## src/rtl/poly_voice_engine.sv

```systemverilog
// poly_voice_engine: time-multiplexed polyphonic DDS voice engine with ASR envelopes and a saturated mix
// Ports: i_clk/i_reset_n clock and async active-low reset; i_cmd_* note-on/off command with valid/ready
// handshake (o_cmd_ready); i_wave_sel global waveform; o_sample/o_sample_valid mixed output and strobe;
// o_active_voices one bit per non-idle voice.
module poly_voice_engine #(
  parameter int NUM_VOICES   = 8,
  parameter int PHASE_W      = 32,
  parameter int ENV_W        = 16,
  parameter int VEL_W        = 7,
  parameter int OUT_W        = 24,
  parameter int SAMPLE_DIV   = 1024,
  parameter int ATTACK_STEP  = 64,
  parameter int RELEASE_STEP = 16
) (
  input  logic                          i_clk,
  input  logic                          i_reset_n,
  input  logic                          i_cmd_valid,
  output logic                          o_cmd_ready,
  input  logic                          i_cmd_note_on,
  input  logic [$clog2(NUM_VOICES)-1:0] i_cmd_voice,
  input  logic [PHASE_W-1:0]            i_cmd_tuning,
  input  logic [VEL_W-1:0]              i_cmd_velocity,
  input  logic [1:0]                    i_wave_sel,
  output logic signed [OUT_W-1:0]       o_sample,
  output logic                          o_sample_valid,
  output logic [NUM_VOICES-1:0]         o_active_voices
);
  localparam int VW = $clog2(NUM_VOICES);
  localparam int TW = $clog2(SAMPLE_DIV);
  localparam int AW = 16 + VEL_W + VW;
  localparam int SW = (AW > OUT_W ? AW : OUT_W) + 1;
  localparam logic [TW-1:0] T_SCAN = TW'(NUM_VOICES);
  localparam logic [TW-1:0] T_OUT  = TW'(NUM_VOICES + 2);
  localparam logic [TW-1:0] T_RDY  = TW'(NUM_VOICES + 3);
  localparam logic [TW-1:0] T_LAST = TW'(SAMPLE_DIV - 1);
  localparam logic [ENV_W-1:0] ENV_MAX = '1;
  localparam logic [ENV_W-1:0] REL = ENV_W'(RELEASE_STEP);

  typedef enum logic [1:0] {IDLE, ATTACK, SUSTAIN, RELEASE} state_t;

  logic [TW-1:0]           r_tick;
  logic [PHASE_W-1:0]      r_phase  [NUM_VOICES];
  logic [PHASE_W-1:0]      r_tuning [NUM_VOICES];
  logic [VEL_W-1:0]        r_vel    [NUM_VOICES];
  logic [ENV_W-1:0]        r_env    [NUM_VOICES];
  state_t                  r_state  [NUM_VOICES];
  logic [NUM_VOICES-1:0]   r_active;
  logic                    r_s1_valid, r_s2_valid;
  logic signed [15:0]      r_s1_wave, r_s2_a;
  logic [ENV_W-1:0]        r_s1_env;
  logic [VEL_W-1:0]        r_s1_vel, r_s2_vel;
  logic signed [AW-1:0]    r_acc;
  logic signed [OUT_W-1:0] r_sample;
  logic                    r_sample_valid;

  logic                    w_scan, w_cmd, w_off, w_att_full;
  logic [VW-1:0]           w_v;
  logic [15:0]             w_p;
  logic signed [15:0]      w_wave, w_a;
  logic [ENV_W:0]          w_att;
  logic [ENV_W-1:0]        w_nxt_env;
  state_t                  w_nxt_state;
  logic [PHASE_W-1:0]      w_nxt_phase;
  logic signed [ENV_W+16:0] w_prod;
  logic signed [VEL_W+16:0] w_b;
  logic signed [SW-1:0]    w_ext, w_max, w_min;
  logic signed [OUT_W-1:0] w_sat;
  logic [NUM_VOICES-1:0]   w_active;

  // Ticks 0..NUM_VOICES-1 visit one voice each; the scan writes back the voice it reads,
  // and commands are only accepted outside the scan window, so the two never collide.
  assign w_scan = r_tick < T_SCAN;
  assign w_v    = r_tick[VW-1:0];
  assign w_p    = r_phase[w_v][PHASE_W-1 -: 16];
  assign w_cmd  = i_cmd_valid && o_cmd_ready;
  assign w_off  = !i_cmd_note_on || i_cmd_velocity == '0;

  always_comb begin
    w_wave = r_state[w_v] == IDLE || i_wave_sel == 2'b11 ? 16'sd0 :
             i_wave_sel == 2'b00 ? {~w_p[15], w_p[14:0]} :
             i_wave_sel == 2'b01 ? (w_p[15] ? 16'sh8001 : 16'sh7fff) :
             w_p[15] ? 16'h7fff - {w_p[14:0], 1'b0} : {~w_p[14], w_p[13:0], 1'b0};
    w_att       = {1'b0, r_env[w_v]} + (ENV_W+1)'(ATTACK_STEP);
    w_att_full  = w_att >= {1'b0, ENV_MAX};
    w_nxt_phase = r_state[w_v] == IDLE ? r_phase[w_v] : r_phase[w_v] + r_tuning[w_v];
    w_nxt_env   = r_state[w_v] == ATTACK ? (w_att_full ? ENV_MAX : w_att[ENV_W-1:0]) :
                  r_state[w_v] == RELEASE ? (r_env[w_v] <= REL ? '0 : r_env[w_v] - REL) : r_env[w_v];
    w_nxt_state = r_state[w_v] == ATTACK && w_att_full ? SUSTAIN :
                  r_state[w_v] == RELEASE && r_env[w_v] <= REL ? IDLE : r_state[w_v];
    w_prod = r_s1_wave * $signed({1'b0, r_s1_env});
    w_a    = 16'(w_prod >>> ENV_W);
    w_b    = r_s2_a * $signed({1'b0, r_s2_vel});
    w_ext  = SW'(r_acc);
    w_max  = SW'({(OUT_W-1){1'b1}});
    w_min  = ~w_max;
    w_sat  = w_ext > w_max ? w_max[OUT_W-1:0] : w_ext < w_min ? w_min[OUT_W-1:0] : w_ext[OUT_W-1:0];
    w_active = '0;
    for (int i = 0; i < NUM_VOICES; i++) w_active[i] = r_state[i] != IDLE;
  end

  always_ff @(posedge i_clk or negedge i_reset_n) begin
    if (!i_reset_n) begin
      r_tick         <= '0;
      r_active       <= '0;
      r_s1_valid     <= 1'b0;
      r_s2_valid     <= 1'b0;
      r_s1_wave      <= '0;
      r_s2_a         <= '0;
      r_s1_env       <= '0;
      r_s1_vel       <= '0;
      r_s2_vel       <= '0;
      r_acc          <= '0;
      r_sample       <= '0;
      r_sample_valid <= 1'b0;
      for (int i = 0; i < NUM_VOICES; i++) begin
        r_phase[i]  <= '0;
        r_tuning[i] <= '0;
        r_vel[i]    <= '0;
        r_env[i]    <= '0;
        r_state[i]  <= IDLE;
      end
    end else begin
      r_tick         <= r_tick == T_LAST ? '0 : r_tick + TW'(1);
      r_active       <= w_active;
      r_s1_valid     <= w_scan;
      r_s1_wave      <= w_wave;
      r_s1_env       <= r_env[w_v];
      r_s1_vel       <= r_vel[w_v];
      r_s2_valid     <= r_s1_valid;
      r_s2_a         <= w_a;
      r_s2_vel       <= r_s1_vel;
      r_acc          <= r_tick == T_OUT ? '0 : r_s2_valid ? r_acc + AW'(w_b) : r_acc;
      r_sample_valid <= r_tick == T_OUT;
      if (r_tick == T_OUT) r_sample <= w_sat;
      if (w_scan) begin
        r_phase[w_v] <= w_nxt_phase;
        r_env[w_v]   <= w_nxt_env;
        r_state[w_v] <= w_nxt_state;
      end
      if (w_cmd && w_off && (r_state[i_cmd_voice] == ATTACK || r_state[i_cmd_voice] == SUSTAIN))
        r_state[i_cmd_voice] <= RELEASE;
      // Retrigger keeps the current envelope so the restart does not click.
      if (w_cmd && !w_off) begin
        r_tuning[i_cmd_voice] <= i_cmd_tuning;
        r_vel[i_cmd_voice]    <= i_cmd_velocity;
        r_phase[i_cmd_voice]  <= '0;
        r_state[i_cmd_voice]  <= ATTACK;
      end
    end
  end

  assign o_cmd_ready     = r_tick >= T_RDY;
  assign o_sample        = r_sample;
  assign o_sample_valid  = r_sample_valid;
  assign o_active_voices = r_active;
endmodule

```

## config.mk

```make
export PLATFORM = sky130hd
export DESIGN_NAME = poly_voice_engine
export DESIGN_NICKNAME = d
export VERILOG_FILES = /design/src/rtl/poly_voice_engine.sv
export SDC_FILE = /design/constraint.sdc
export NUM_CORES = 2
export LEC_CHECK = 0
export ABC_AREA = 1
export CAP_MARGIN = 20
export CORE_ASPECT_RATIO = 0.75
export CORE_UTILIZATION = 50
export DETAILED_ROUTE_END_ITERATION = 6
export PLACE_DENSITY = 0.66
export SKIP_LAST_GASP = 1
export SLEW_MARGIN = 0
export SYNTH_ARGS = -nofsm -noshare
export SYNTH_HDL_FRONTEND = slang
export SYNTH_SLANG_ARGS = --single-unit
```

## constraint.sdc

```tcl
create_clock -name i_clk -period 8.45 [get_ports i_clk]
set_input_delay 1.69 -clock i_clk [delete_from_list [all_inputs] [get_ports i_clk]]
set_output_delay 1.69 -clock i_clk [all_outputs]
set_load 0.05 [all_outputs]
```

==> impl_results.md <==
* Launching element type of the critical path: register
* Violations in the final reports: design-rule violations
* Via count of the first global-routing pass at 41,800
* Synth Net Count at 7,001
* Average size of a mapped cell at 8.16 sq um
* Final weighted congestion in routability-driven placement at 0.928
* Placement Cell Area at 0.0545 sq mm
* Most frequent standard cell in the layout excluding fill and tap cells: sky130_fd_sc_hd__nand2_1
* Pin count of the biggest net entering global routing at 185
* Number of rows in the core area at 102
* FF+latch area at 0.0211 sq mm
* Classification of the worst-slack hold path: reg2reg
* Post-route cell area at 0.0577 sq mm
* Floorplan die height at 283 um
* Clock slew at reported path FFs at 0.06 ns
* Main combinational cell family by area after synthesis: compound AO/OA/AOI/OAI gates
* Transition time at the pin with the least slew margin at 1.16 ns
* Detailed-route wire length per cell at 20.1 um
* Hpwl dp at 104,000 um
* Clock Root Buffer: sky130_fd_sc_hd__clkbuf_16
* Number of hold-repair buffers added at the cts stage at 0
* Status: complete, but fails checks
* Final worst clock skew at 0.0602 ns
* Final worst path period need at 6.43 ns
* Max-cap viol count at 0
* Top Ports at 82
* Total vias in the final route at 44,100
* Max Transition Viols Final at 0
* First-pass GRT wire length at 246,000 um
* Cell type group with the largest total delay on the critical path: adder cells
* Effective utilization at floorplan at 50.7%
* Top_reg_cell synth: sky130_fd_sc_hd__dfrtp_1
* Crit path arrival time at 7.00 ns
* Post-synthesis instance area at 0.0526 sq mm
* Peak clock frequency supported by timing at 155 MHz
* CTS tree: yes
* Simple-gate share of the synthesized area at 16.1%
* Core region area at 0.104 sq mm
* Via count normalized by instance count at 5.63
* Post-CTS setup repair buffer count at 0
* EDFF count, synth at 0
* Share of the clock period used by the worst path after layout at 76.1%
* Drt pass-1 iters at 7
* IR drop worst, VDD at 0.214 mV
* Maximum fanout along the worst path at 16
* Part of the Yosys area used for sequential elements at 40.2%
* Layout Nets at 6,906
* Total power divided by cell area at 223 mW/mm^2
* Number of clock sinks at 845
* Data required time at the worst endpoint at 9.02 ns
* Die Outline Area at 0.106 sq mm
* Highest cell delay on the worst timing path at 0.71 ns
* Post-route DRC at 2
* Antenna viol nets, final at 0
* Crit. End Element: register
* Layout cell share with drive strength beyond 1 at 5.03%
* Maximum level of the CTS H-tree at 3
* Count of buffers inserted at the top-level ports at 81
* Post-synthesis sequential element count at 845
* Drt first-iter violations at 4,899
* Synthesized instance count at 6,443
* All-layer global routing usage at 29.8%
* Fin cells at 7,823
* Fraction of the mapped netlist area in adder cells at 16.1%
* Synth Area in Compound Gates at 16.8%
* Xor-xnor portion of the synthesized cell area at 1.30%
* Leakage power summed over all cells at 30.0 nW
* Total global routing overflow at 0
* Fillcell total at 9,533
* Share of cell area taken by muxes after synthesis at 0%
* Relative slew slack at 22.9%
* Buffer depth of the longest clock path at 3
* CTS buffer count at 87
* Count of cell types in the netlist at 52
* Initial antenna violation count at 2
* Final hold violation count at 0
* Clock latency on the worst-skew pair at 0.72 ns
* Dpl cells at 7,659
* Area taken by multi-input logic gates at 0.0266 sq mm
* Count of buffering cells on the critical path with inverters included at 4
* Cell with the largest stage delay on the worst path: sky130_fd_sc_hd__dfrtp_1
* Total Neg Setup Slack at 0 ns
* Final setup violation count at 0
* Leading cell types in the layout, fill and taps excluded: sky130_fd_sc_hd__nand2_1, sky130_fd_sc_hd__inv_1, sky130_fd_sc_hd__dfrtp_1
* Count of cells resized by post-cts repair at 0
* Path type of the worst setup path: reg2reg
* Reg-to-reg setup timing slack at 2.02 ns
* Yosys Warn Count at 0
* Horizontal die dimension at 376 um
* Setup repair after global routing missed its margin: no
* Final routed wirelength across all metal layers at 157,000 um
* Layout overhead on the synthesized area at 9.78%
* Share of async-settable or async-resettable flops after synthesis at 100%
-- path summary, 6_finish.rpt --
check,from,end,depth (start not counted)
setup / recovery,r_s2_vel[2],r_acc[23],28
hold / removal,r_s1_vel[0],r_s2_vel[0],0
setup reg to reg,r_s2_vel[2],r_acc[23],28
hold reg to reg,r_s1_vel[0],r_s2_vel[0],0
max in group asynchronous,i_reset_n,r_env[49],3
min in group asynchronous,i_reset_n,o_sample[7],1
-- logic make-up (layout without fill, tap and decap cells) --
group	count (synthesis)	in the layout
DFF	845	845
xor gates and xnor gates	78	78
and+or+nand+nor	2125	2125
AOI/OAI and AO/OA	1582	1582
other	0	1
buffers and inverters	1303	1278
adders and majority gates	510	510
-- metrics by stage --
stage	hold WS [ns]	total power, mW	setup WS (ns)	util (%)
3_5_place_dp	0.335	8.72	2.06	52.5
2_1_floorplan	0.331	7.62	2.49	-
5_1_grt	0.363	13.6	1.46	55.6
4_1_cts	0.348	12.9	2.06	55.5
3_3_place_gp	0.332	8.67	2.11	52.5
6_report	0.348	12.9	2.02	55.6
-- layer usage --
metal  wire [um]  part of all wire (%)  track usage, %
met1       72000                    46            44.7
met5          12                0.0076               0
met2       67200                    43            44.0
met4        3810                   2.4            7.88
met3       14500                   9.2            5.62
-- cells in the mapped netlist (all sizes together), types with 8 or more instances --
| cell | instances | area, sq um |
|---|---|---|
| nand2 | 1605 | 6050 |
| inv | 957 | 3590 |
| dfrtp | 845 | 21100 |
| o21ai | 785 | 3930 |
| a21oi | 385 | 1930 |
| nor2 | 283 | 1070 |
| clkbuf | 282 | 1060 |
| fa | 281 | 5630 |
| ha | 229 | 2870 |
| o22ai | 136 | 851 |
| nand3 | 101 | 521 |
| buf | 60 | 285 |
| a22oi | 52 | 390 |
| nand4 | 51 | 319 |
| a31oi | 47 | 294 |
| a221oi | 46 | 403 |
| xor2 | 44 | 385 |
| o211ai | 34 | 255 |
| xnor2 | 34 | 298 |
| or2 | 32 | 200 |
| nor3 | 27 | 135 |
| a211oi | 18 | 135 |
| a22o | 12 | 105 |
| o21a | 12 | 90.1 |
| o21bai | 12 | 90.1 |
| a21o | 10 | 75.1 |
| o221ai | 8 | 70.1 |
| or4 | 8 | 60.1 |
-- power by group --
| part | internal [mW] | leakage [nW] | switching, mW |
|---|---|---|---|
| Sequential | 4.51 | 11.1 | 0.320 |
| Combinational | 1.33 | 17.4 | 2.51 |
| Clock | 2.40 | 1.53 | 1.77 |
| Total | 8.25 | 30.0 | 4.61 |
-- sequential cells by signal, summed over array words and instances (netlist names) --
signal	count
r_tick	10
r_s2_vel	7
r_phase	256
r_s1_wave	16
r_s1_env	16
r_s1_vel	7
o_sample_valid	1
r_s2_valid	1
r_s1_valid	1
r_tuning	256
o_sample	24
r_vel	56
r_acc	26
r_s2_a	16
o_active_voices	8
r_state	16
r_env	128
-- worst reg2reg max path, delay by kind of cell (launching register included) --
kind	cells	cell delay (ns)
AO/OA/AOI/OAI	9	1.57
XOR/XNOR	1	0.16
AND/OR/NAND/NOR	8	0.99
adder cells (fa/ha/maj)	6	2.70
flip-flops	1	0.71
buffers and inverters	4	0.20
-- final cells by class --
cell class                      instances  share of cell area (%)
Clock inverter                         44                    1.09
Multi-Input combinational cell       4295                    46.1
Inverter                              961                    6.26
Timing Repair Buffer                  158                    2.61
Tap cell                             1404                    3.04
Antenna cell                            1                 0.00433
Sequential cell                       845                    36.6
Clock buffer                          115                    4.30
No activity file was read; power rests on OpenSTA's default activity.
